File: src/rtl/axi_lite_pkg.sv
// Shared AXI4-Lite types for the command-to-AXI initiator: response codes,
// master FSM states and the default protection value.
package axi_lite_pkg;

  typedef enum logic [1:0] {
    RESP_OKAY   = 2'b00,
    RESP_EXOKAY = 2'b01,
    RESP_SLVERR = 2'b10,
    RESP_DECERR = 2'b11
  } axi_resp_e;

  typedef enum logic [2:0] {
    S_IDLE,
    S_RD_ADDR,
    S_RD_DATA,
    S_WR_ADDR_DATA,
    S_WR_RESP,
    S_RESP
  } master_state_e;

  localparam logic [2:0] AXI_PROT_DEFAULT = 3'b000;

endpackage

File: src/rtl/axi_lite_timeout.sv
// Wait-state watchdog: counts held cycles and flags when CYCLES-1 is reached.
// Instantiated by axi_lite_master only when AXI_LITE_MASTER_TIMEOUT_EN is defined.
module axi_lite_timeout #(
  parameter int CYCLES = 1024
) (
  input  logic clk,
  input  logic rst,
  input  logic i_clear,
  input  logic i_enable,
  output logic o_expired
);

  localparam int W = (CYCLES > 1) ? $clog2(CYCLES) : 1;

  logic [W-1:0] r_count;

  always_ff @(posedge clk) begin
    if (rst || i_clear) begin
      r_count <= '0;
    end else if (i_enable && !o_expired) begin
      r_count <= r_count + 1'b1;
    end
  end

  assign o_expired = (r_count == W'(CYCLES - 1));

endmodule

File: src/rtl/axi_lite_master.sv
// Single-outstanding AXI4-Lite initiator driven by a command/response port.
// Optional watchdog: define AXI_LITE_MASTER_TIMEOUT_EN.
//   state          | meaning
//   S_IDLE         | cmd_ready, latch command
//   S_RD_ADDR      | arvalid until arready
//   S_RD_DATA      | rready until rvalid, capture rdata/rresp
//   S_WR_ADDR_DATA | awvalid/wvalid, each drops after its own handshake
//   S_WR_RESP      | bready until bvalid
//   S_RESP         | rsp_valid until rsp_ready
module axi_lite_master
  import axi_lite_pkg::*;
#(
  parameter int         ADDR_WIDTH     = 13,
  parameter int         DATA_WIDTH     = 32,
  parameter logic [2:0] AXI_PROT       = AXI_PROT_DEFAULT,
  parameter int         TIMEOUT_CYCLES = 1024
) (
  input  logic                  clk,
  input  logic                  rst,
  input  logic                  cmd_valid,
  output logic                  cmd_ready,
  input  logic                  cmd_write,
  input  logic [ADDR_WIDTH-1:0] cmd_addr,
  input  logic [DATA_WIDTH-1:0] cmd_wdata,
  input  logic [3:0]            cmd_wstrb,
  output logic                  rsp_valid,
  input  logic                  rsp_ready,
  output logic [DATA_WIDTH-1:0] rsp_rdata,
  output logic                  rsp_err,
  output logic [ADDR_WIDTH-1:0] m_axi_awaddr,
  output logic                  m_axi_awvalid,
  input  logic                  m_axi_awready,
  output logic [2:0]            m_axi_awprot,
  output logic [DATA_WIDTH-1:0] m_axi_wdata,
  output logic [3:0]            m_axi_wstrb,
  output logic                  m_axi_wvalid,
  input  logic                  m_axi_wready,
  input  logic [1:0]            m_axi_bresp,
  input  logic                  m_axi_bvalid,
  output logic                  m_axi_bready,
  output logic [ADDR_WIDTH-1:0] m_axi_araddr,
  output logic                  m_axi_arvalid,
  input  logic                  m_axi_arready,
  output logic [2:0]            m_axi_arprot,
  input  logic [DATA_WIDTH-1:0] m_axi_rdata,
  input  logic [1:0]            m_axi_rresp,
  input  logic                  m_axi_rvalid,
  output logic                  m_axi_rready
);

  master_state_e         r_state, w_next;
  logic [ADDR_WIDTH-1:0] r_addr;
  logic [DATA_WIDTH-1:0] r_wdata, r_rdata;
  logic [3:0]            r_wstrb;
  logic                  r_aw_done, r_w_done, r_err;
  logic                  w_aw_hs, w_w_hs, w_wr_done;
  logic                  w_in_wait, w_expired, w_timeout, w_unused;

  assign cmd_ready     = (r_state == S_IDLE);
  assign rsp_valid     = (r_state == S_RESP);
  assign rsp_rdata     = r_rdata;
  assign rsp_err       = r_err;
  assign m_axi_awaddr  = r_addr;
  assign m_axi_araddr  = r_addr;
  assign m_axi_wdata   = r_wdata;
  assign m_axi_wstrb   = r_wstrb;
  assign m_axi_awprot  = AXI_PROT;
  assign m_axi_arprot  = AXI_PROT;
  assign m_axi_arvalid = (r_state == S_RD_ADDR);
  assign m_axi_rready  = (r_state == S_RD_DATA);
  assign m_axi_bready  = (r_state == S_WR_RESP);
  assign m_axi_awvalid = (r_state == S_WR_ADDR_DATA) && !r_aw_done;
  assign m_axi_wvalid  = (r_state == S_WR_ADDR_DATA) && !r_w_done;

  assign w_aw_hs   = m_axi_awvalid && m_axi_awready;
  assign w_w_hs    = m_axi_wvalid && m_axi_wready;
  assign w_wr_done = (r_aw_done || w_aw_hs) && (r_w_done || w_w_hs);
  assign w_in_wait = (r_state != S_IDLE) && (r_state != S_RESP);
  assign w_timeout = w_in_wait && w_expired;

`ifdef AXI_LITE_MASTER_TIMEOUT_EN
  logic w_tmo_clear;
  // Clearing on any state change zeroes the count for the first cycle of each wait state.
  assign w_tmo_clear = (w_next != r_state);

  axi_lite_timeout #(
    .CYCLES (TIMEOUT_CYCLES)
  ) u_timeout (
    .clk       (clk),
    .rst       (rst),
    .i_clear   (w_tmo_clear),
    .i_enable  (w_in_wait),
    .o_expired (w_expired)
  );
  assign w_unused = m_axi_rresp[0] ^ m_axi_bresp[0];
`else
  assign w_expired = 1'b0;
  assign w_unused  = m_axi_rresp[0] ^ m_axi_bresp[0] ^ (TIMEOUT_CYCLES != 0);
`endif

  always_ff @(posedge clk) begin
    if (rst) r_state <= S_IDLE;
    else     r_state <= w_next;
  end

  always_comb begin
    w_next = r_state;
    case (r_state)
      S_IDLE:         if (cmd_valid) w_next = cmd_write ? S_WR_ADDR_DATA : S_RD_ADDR;
      S_RD_ADDR:      if (w_timeout) w_next = S_RESP;
                      else if (m_axi_arready) w_next = S_RD_DATA;
      S_RD_DATA:      if (w_timeout || m_axi_rvalid) w_next = S_RESP;
      S_WR_ADDR_DATA: if (w_timeout) w_next = S_RESP;
                      else if (w_wr_done) w_next = S_WR_RESP;
      S_WR_RESP:      if (w_timeout || m_axi_bvalid) w_next = S_RESP;
      S_RESP:         if (rsp_ready) w_next = S_IDLE;
      default:        w_next = S_IDLE;
    endcase
  end

  always_ff @(posedge clk) begin
    if (rst) begin
      r_addr    <= '0;
      r_wdata   <= '0;
      r_wstrb   <= '0;
      r_rdata   <= '0;
      r_err     <= 1'b0;
      r_aw_done <= 1'b0;
      r_w_done  <= 1'b0;
    end else if (w_timeout) begin
      r_rdata <= '0;
      r_err   <= 1'b1;
    end else begin
      case (r_state)
        S_IDLE: if (cmd_valid) begin
          r_addr    <= cmd_addr;
          r_wdata   <= cmd_wdata;
          r_wstrb   <= cmd_wstrb;
          r_aw_done <= 1'b0;
          r_w_done  <= 1'b0;
        end
        S_RD_DATA: if (m_axi_rvalid) begin
          r_rdata <= m_axi_rdata;
          r_err   <= m_axi_rresp[1];
        end
        S_WR_ADDR_DATA: begin
          if (w_aw_hs) r_aw_done <= 1'b1;
          if (w_w_hs)  r_w_done  <= 1'b1;
        end
        S_WR_RESP: if (m_axi_bvalid) begin
          r_rdata <= '0;
          r_err   <= m_axi_bresp[1];
        end
        default: ;
      endcase
    end
  end

endmodule
File: config.mk
export PLATFORM = sky130hd
export DESIGN_NAME = axi_lite_master
export DESIGN_NICKNAME = d
export VERILOG_FILES = /design/src/rtl/axi_lite_pkg.sv /design/src/rtl/axi_lite_timeout.sv /design/src/rtl/axi_lite_master.sv
export SDC_FILE = /design/constraint.sdc
export NUM_CORES = 1
export LEC_CHECK = 0
export ABC_CLOCK_PERIOD_IN_PS = 1390
export BUFFER_PORTS_ARGS = -buffer_cell sky130_fd_sc_hd__buf_2
export CAP_MARGIN = 10
export CELL_PAD_IN_SITES_DETAIL_PLACEMENT = 2
export CELL_PAD_IN_SITES_GLOBAL_PLACEMENT = 2
export CORE_UTILIZATION = 20
export CTS_CLUSTER_SIZE = 25
export DETAILED_ROUTE_END_ITERATION = 10
export PLACE_DENSITY = 0.85
export SLEW_MARGIN = 20
export SYNTH_ARGS = -nofsm -noshare
export SYNTH_HDL_FRONTEND = slang
export SYNTH_SLANG_ARGS = --single-unit
export TNS_END_PERCENT = 50
File: constraint.sdc
create_clock -name clk -period 1.39 [get_ports clk]
set_input_delay 0.278 -clock clk [delete_from_list [all_inputs] [get_ports clk]]
set_output_delay 0.278 -clock clk [all_outputs]
set_load 0.005 [all_outputs]
==> results_dict.tcl, run 1 <==
set metrics [dict create \
    drive_gt1_frac 0.570 \
    vias_per_cell 4.45 \
    ys_types 32 \
    m1WireLength_um 5850 \
    cts_tree "yes" \
    synthTopCellsByArea "dfxtp_1, nand2_1, a21oi_1" \
    layout_min_cycle_time_ns 1.64 \
    synth.top_cell.area_share 0.527 \
    finalNonFillerCells 840 \
    clk_path_buf_depth 2 \
    port_buffers 194 \
    die_y_um 131 \
    num_rows 46 \
    wl_met3_um 780 \
    maxCapViolCount 0 \
    cts_buffers 9 \
    io_pins 203 \
    dp.cells 788 \
    dr_wl_met2_um 8700 \
    ant_nets 0 \
    rsz0062_at_grt "true" \
    routed_wl_um 15800 \
    cp_data_arrival_time_ns 1.37 \
    final_cell_mix "buf_2, dfxtp_1, nand2_1" \
    place_ws_ns -0.284 \
    wl_per_cell_um 18.9 \
    hold_depth 3 \
    violations "negative setup slack" \
    finalSetupViolCount 94 \
    dieWidth_um 131 \
    dr.max_layer_used "met4" \
    crit_path_frequent_cell "buf_6" \
    fp.coreArea_mm2 0.0160 \
    yosys_warnings 0 \
    grt_antenna_before_repair 3 \
    num_vias 3742 \
    cp_cell_sequence "buf_6 -> nand3b_1 -> buf_6 -> nor2_4 -> buf_6" \
    synthCells 395 \
    post-route-util 0.368 \
    rr_worst_depth 8 \
    root_buffer "clkbuf_16" \
    synth_area_mm2 0.00330 \
    r2r_start "r_state[2]" \
    routabilityCongestion 0.710 \
    slowest_delay_ns 0.36 \
    setup_ws_ns -0.254 \
    fmax_ghz 0.608 \
    p_leak_nw 2.80 \
    holdPathEnd "m_axi_wdata[23]" \
    final_max_slew_viol_count 0 \
    end_kind "primary output" \
    grt_pass1_wl_um 19600 \
    tns_ns -9.39 \
    skew_ns 0.00720 \
    peakVddDrop_mv 0.664 \
    crit_slowest_cell "dfxtp_4" \
    grt_max_degree 35 \
    layout.nets 711 \
    drc 0 \
    synth-seq-area-share 0.527 \
    hpwl_um 9530 \
    final_common_cell "buf_2" \
    postCtsHoldBufs 0 \
    min_from "cmd_wdata[23]" \
    r2r_end "rsp_rdata[4]" \
    die_area_mm2 0.0170 \
    clkTransAtPathRegs_ns 0.06 \
    final_hold_viol_count 0 \
    worst_slew_pin_slew_ns 0.585 \
    cp-start-kind "flop" \
    yosysTopAreaCell "dfxtp_1" \
    clk_latency_ns 0.35 \
    critPathKind "flop to primary output" \
    start_util 0.207 \
    syn_area_per_cell_um2 8.37 \
    power_density_mw_per_mm2 1780 \
    cp_max_fo 4 \
    worstPathRequired_ns 1.11 \
    relSlewSlack 0.610 \
    hp-class "input port to flop" \
    synth-seq-cells 87 \
    area_growth_pct 78.1 \
    track_usage 0.153 \
    worst-r2r-setup-slack_ns -0.23 \
    grt-ovfl-total 0 \
    drt_iter0_drc 104 \
    htree_levels 3 \
    drtPass1Iterations 4 \
    grt_pass1_vias 3870 \
    clock_sinks 87 \
    timing.final.crit_share 1.18 \
    status "finished, violations left" \
]
cell type report:
class | instances | area (um^2)
Fill cell | 1831 | 10100
Clock inverter | 4 | 45.0
Inverter | 4 | 15.0
Tap cell | 216 | 270
Timing Repair Buffer | 254 | 1850
Clock buffer | 12 | 246
Sequential cell | 87 | 1750
Antenna cell | 3 | 7.51
Multi-Input combinational cell | 260 | 1700
logic make-up (layout without fill, tap and decap cells):
logic type / count (synthesis) / after routing / synth area share
compound gates: 94 / 94 / 0.173
buf+inv: 54 / 274 / 0.0916
mux: 3 / 3 / 0.00947
simple gates: 156 / 157 / 0.198
flops: 87 / 87 / 0.527
other cells: 1 / 9 / 0.00113
synthesized netlist by cell type:
cell type,n
nor2b_1,1
mux2_2,1
o21ai_1,1
and2_1,2
or4_4,1
buf_4,20
a21oi_1,52
or2b_1,1
o22a_1,1
clkbuf_1,14
conb_1,1
o21ai_2,1
o211ai_1,1
nor3b_2,2
inv_1,4
nand2_1,100
mux2i_1,2
or3_1,1
o2bb2ai_1,1
buf_1,1
buf_2,14
a22oi_1,32
and3b_1,2
o21ai_0,3
dfxtp_1,87
nand3b_1,2
nor3_1,5
nor4b_1,1
buf_6,1
nor2_1,38
a211o_1,1
a2111oi_0,1
sequential cells by signal, summed over array words and instances (netlist names):
signal and flops:
r_aw_done 1, m_axi_wstrb 4, r_state 3, m_axi_araddr 13, rsp_rdata 32, r_w_done 1, rsp_err 1, m_axi_wdata 32
worst max-delay path by stage:
stage	startpoint	endpoint	slack [ns]	cells past startpoint
floorplan	r_state[2]	m_axi_araddr[10]	-0.02	6
global placement	r_state[2]	m_axi_wdata[27]	-0.14	6
detailed placement	r_state[2]	m_axi_wdata[21]	-0.28	6
CTS	r_state[2]	m_axi_wvalid	-0.26	5
global route	r_state[2]	m_axi_wvalid	-0.30	5
finish	r_state[2]	m_axi_awvalid	-0.25	5
per-layer routing:
| metal | GRT usage | vias up |
|---|---|---|
| li1 | - | 1744 |
| met1 | 0.154 | 1833 |
| met2 | 0.288 | 135 |
| met3 | 0.0309 | 30 |
| met4 | 0.0926 | 0 |
| met5 | 0 | - |
critical path: cells and delay by family, from the launching register on:
family	cells	cell delay, ns
simple gates	2	0.27
buf+inv	3	0.38
flops	1	0.36
where the power goes:
group | total, mW | leakage [nW] | internal, mW | switching [mW]
combinational | 4.78 | 1.94 | 2.46 | 2.31
clock | 2.47 | 0.146 | 1.44 | 1.04
sequential | 3.20 | 0.711 | 2.92 | 0.285
through the flow:
stage / hold WS, ns / area [um^2] / total power, mW
detailed placement: 0.447 / 4580 / 6.02
finish: 0.175 / 5890 / 10.5
CTS: 0.152 / 5100 / 8.90
global placement: 0.440 / 4580 / 5.78
floorplan: 0.414 / 3320 / 4.64
global route: 0.165 / 5890 / 11.0
timing repair:
item                                    4_1_cts  5_1_grt
gates resized for setup                      23      116
endpoints found under the setup margin       94       94
gates cloned                                  3       14
buffers inserted                              6       10
pin swaps                                     5       49
No activity file was read; power rests on OpenSTA's default activity.
==> inputs of run 2 (changes only) <==
Settings changed: ABC_CLOCK_PERIOD_IN_PS 1390 to 1400.
Clock period 1.39 ns to 1.4 ns, I/O delays scaled along.
==> run 2 against run 1 <==
Against the previous run:
- the flow still finishes with violations (negative setup slack)
- highest routed layer unchanged
- die area unchanged
- clock skew down 0.0016 ns
- final cell count down 1.8%
- power down 5.5%
- worst hold slack worse by 0.0042 ns
- largest cell class is now registers
- global-route usage down 0.29 points
- clock power up 8.5%
- critical path type unchanged
- critical endpoint unchanged
- combinational power down 15%
- first-iteration DRC count down 32%
==> results_dict.tcl, run 2 (synthesized netlist as in run 1, its figures left out) <==
set metrics [dict create \
    clk_latency_ns 0.34 \
    port_buffers 194 \
    die_area_mm2 0.0170 \
    finalNonFillerCells 825 \
    drc 0 \
    r2r_end "rsp_rdata[10]" \
    finalSetupViolCount 91 \
    htree_levels 3 \
    clkTransAtPathRegs_ns 0.06 \
    grt_antenna_before_repair 2 \
    vias_per_cell 4.41 \
    r2r_start "r_state[2]" \
    timing.final.crit_share 1.16 \
    layout.nets 697 \
    skew_ns 0.00557 \
    hp-class "input port to flop" \
    routed_wl_um 14500 \
    cp_data_arrival_time_ns 1.35 \
    met1_usage 0.153 \
    num_vias 3642 \
    final_max_slew_viol_count 0 \
    fmax_ghz 0.615 \
    rr_worst_depth 7 \
    drtPass1Iterations 4 \
    worst-path-buf-inv 3 \
    area_growth_pct 72.9 \
    critPathKind "flop to primary output" \
    dpl_cell_area_mm2 0.00458 \
    worst_slew_pin_slew_ns 0.611 \
    worstPathRequired_ns 1.12 \
    setup_ws_ns -0.226 \
    cp_cell_sequence "buf_6 -> nand3b_1 -> buf_6 -> nor2_4 -> buf_6" \
    cts_tree "yes" \
    cts_buffers 9 \
    p_leak_nw 2.58 \
    finalPower_mw 9.88 \
    hpwl_um 9410 \
    final_common_cell "buf_2" \
    drive_gt1_frac 0.588 \
    fillCellCount 1848 \
    peakVddDrop_mv 0.596 \
    num_rows 46 \
    grt_pass1_wl_um 19500 \
    rsz0062_at_grt "true" \
    worst-r2r-setup-slack_ns -0.20 \
    hold_depth 3 \
    grt_max_degree 35 \
    final_area_mm2 0.00571 \
    dieWidth_um 131 \
    maxCapViolCount 0 \
    grt-ovfl-total 0 \
    hold_ws_ns 0.171 \
    fp.coreArea_mm2 0.0160 \
    root_buffer "clkbuf_16" \
    clk_path_buf_depth 2 \
    status "finished, violations left" \
    holdPathEnd "m_axi_wdata[4]" \
    ant_nets 0 \
    drt_iter0_drc 71 \
    cp-start-kind "flop" \
    final_hold_viol_count 0 \
    use_met2 0.287 \
    final_cell_mix "buf_2, nand2_1, dfxtp_1" \
    die_y_um 131 \
    cp_max_fo 3 \
    crit_path_frequent_cell "buf_6" \
    layout_min_cycle_time_ns 1.63 \
    postCtsHoldBufs 0 \
    gr-max-usage-layer "met2" \
    track_usage 0.150 \
    crit_slowest_cell "dfxtp_4" \
    dp.cells 788 \
    io_pins 203 \
    slowest_delay_ns 0.36 \
    wl_per_cell_um 17.6 \
    power_density_mw_per_mm2 1730 \
    start_util 0.207 \
    grt_pass1_vias 3901 \
    clock_sinks 87 \
    place_ws_ns -0.195 \
    violations "negative setup slack" \
    end_kind "primary output" \
    relSlewSlack 0.593 \
    grtUsageMet3 0.0285 \
    min_from "cmd_wdata[4]" \
    routabilityCongestion 0.719 \
    critPathTopFamily "buffers and inverters" \
]
run 2: how the worst max path moves through the flow:
stage / endpoint / from / depth (start not counted)
floorplan: m_axi_araddr[10] / r_state[2] / 6
global placement: m_axi_wdata[27] / r_state[2] / 6
detailed placement: m_axi_wdata[23] / r_state[2] / 6
CTS: m_axi_wvalid / r_state[2] / 5
global route: m_axi_awvalid / r_state[2] / 5
finish: m_axi_awvalid / r_state[2] / 5
run 2: final cells by class:
type | instances | area, um^2 | share of cell area
flip-flops and latches | 87 | 1750 | 0.307
multi-input cells | 259 | 1690 | 0.296
repair buffers | 241 | 1640 | 0.288
well taps | 216 | 270 | 0.0473
clock buffers | 11 | 253 | 0.0442
clock inverters | 5 | 78.8 | 0.0138
inverters | 4 | 20.0 | 0.00350
diodes | 2 | 5.00 | 0.000876
run 2: timing repair:
item / in CTS / in global routing
cloned: 3 / 4
setup endpoints to repair: 94 / 90
setup buffers: 7 / 5
pin swaps: 16 / 50
gates resized for setup: 46 / 86
run 2: power by group:
group          switching, mW  internal (mW)
Clock                   1.01           1.66
Sequential             0.270           2.90
Combinational           1.99           2.05
Total                   3.28           6.61
run 2: worst reg2reg max path: stages (launching register included):
cell     delay (ns)
dfxtp_4        0.36
buf_6          0.14
nor3b_4        0.23
buf_4          0.16
and2_4         0.26
buf_16         0.16
a22oi_2        0.08
nor2_1         0.15
run 2: metrics by stage:
| stage | TNS (ns) | utilization |
|---|---|---|
| final | -8.88 | 0.357 |
| after global routing | -15.36 | 0.357 |
| after CTS | -7.96 | 0.327 |
| after detailed placement | -10.20 | 0.286 |
| after global placement | -6.23 | 0.286 |
| after floorplan | -0.0568 | - |
run 2: routing by layer:
layer,up-vias,share of wire
li1,1703,-
met1,1775,0.37
met2,131,0.54
met3,33,0.045
met4,0,0.037
met5,-,0
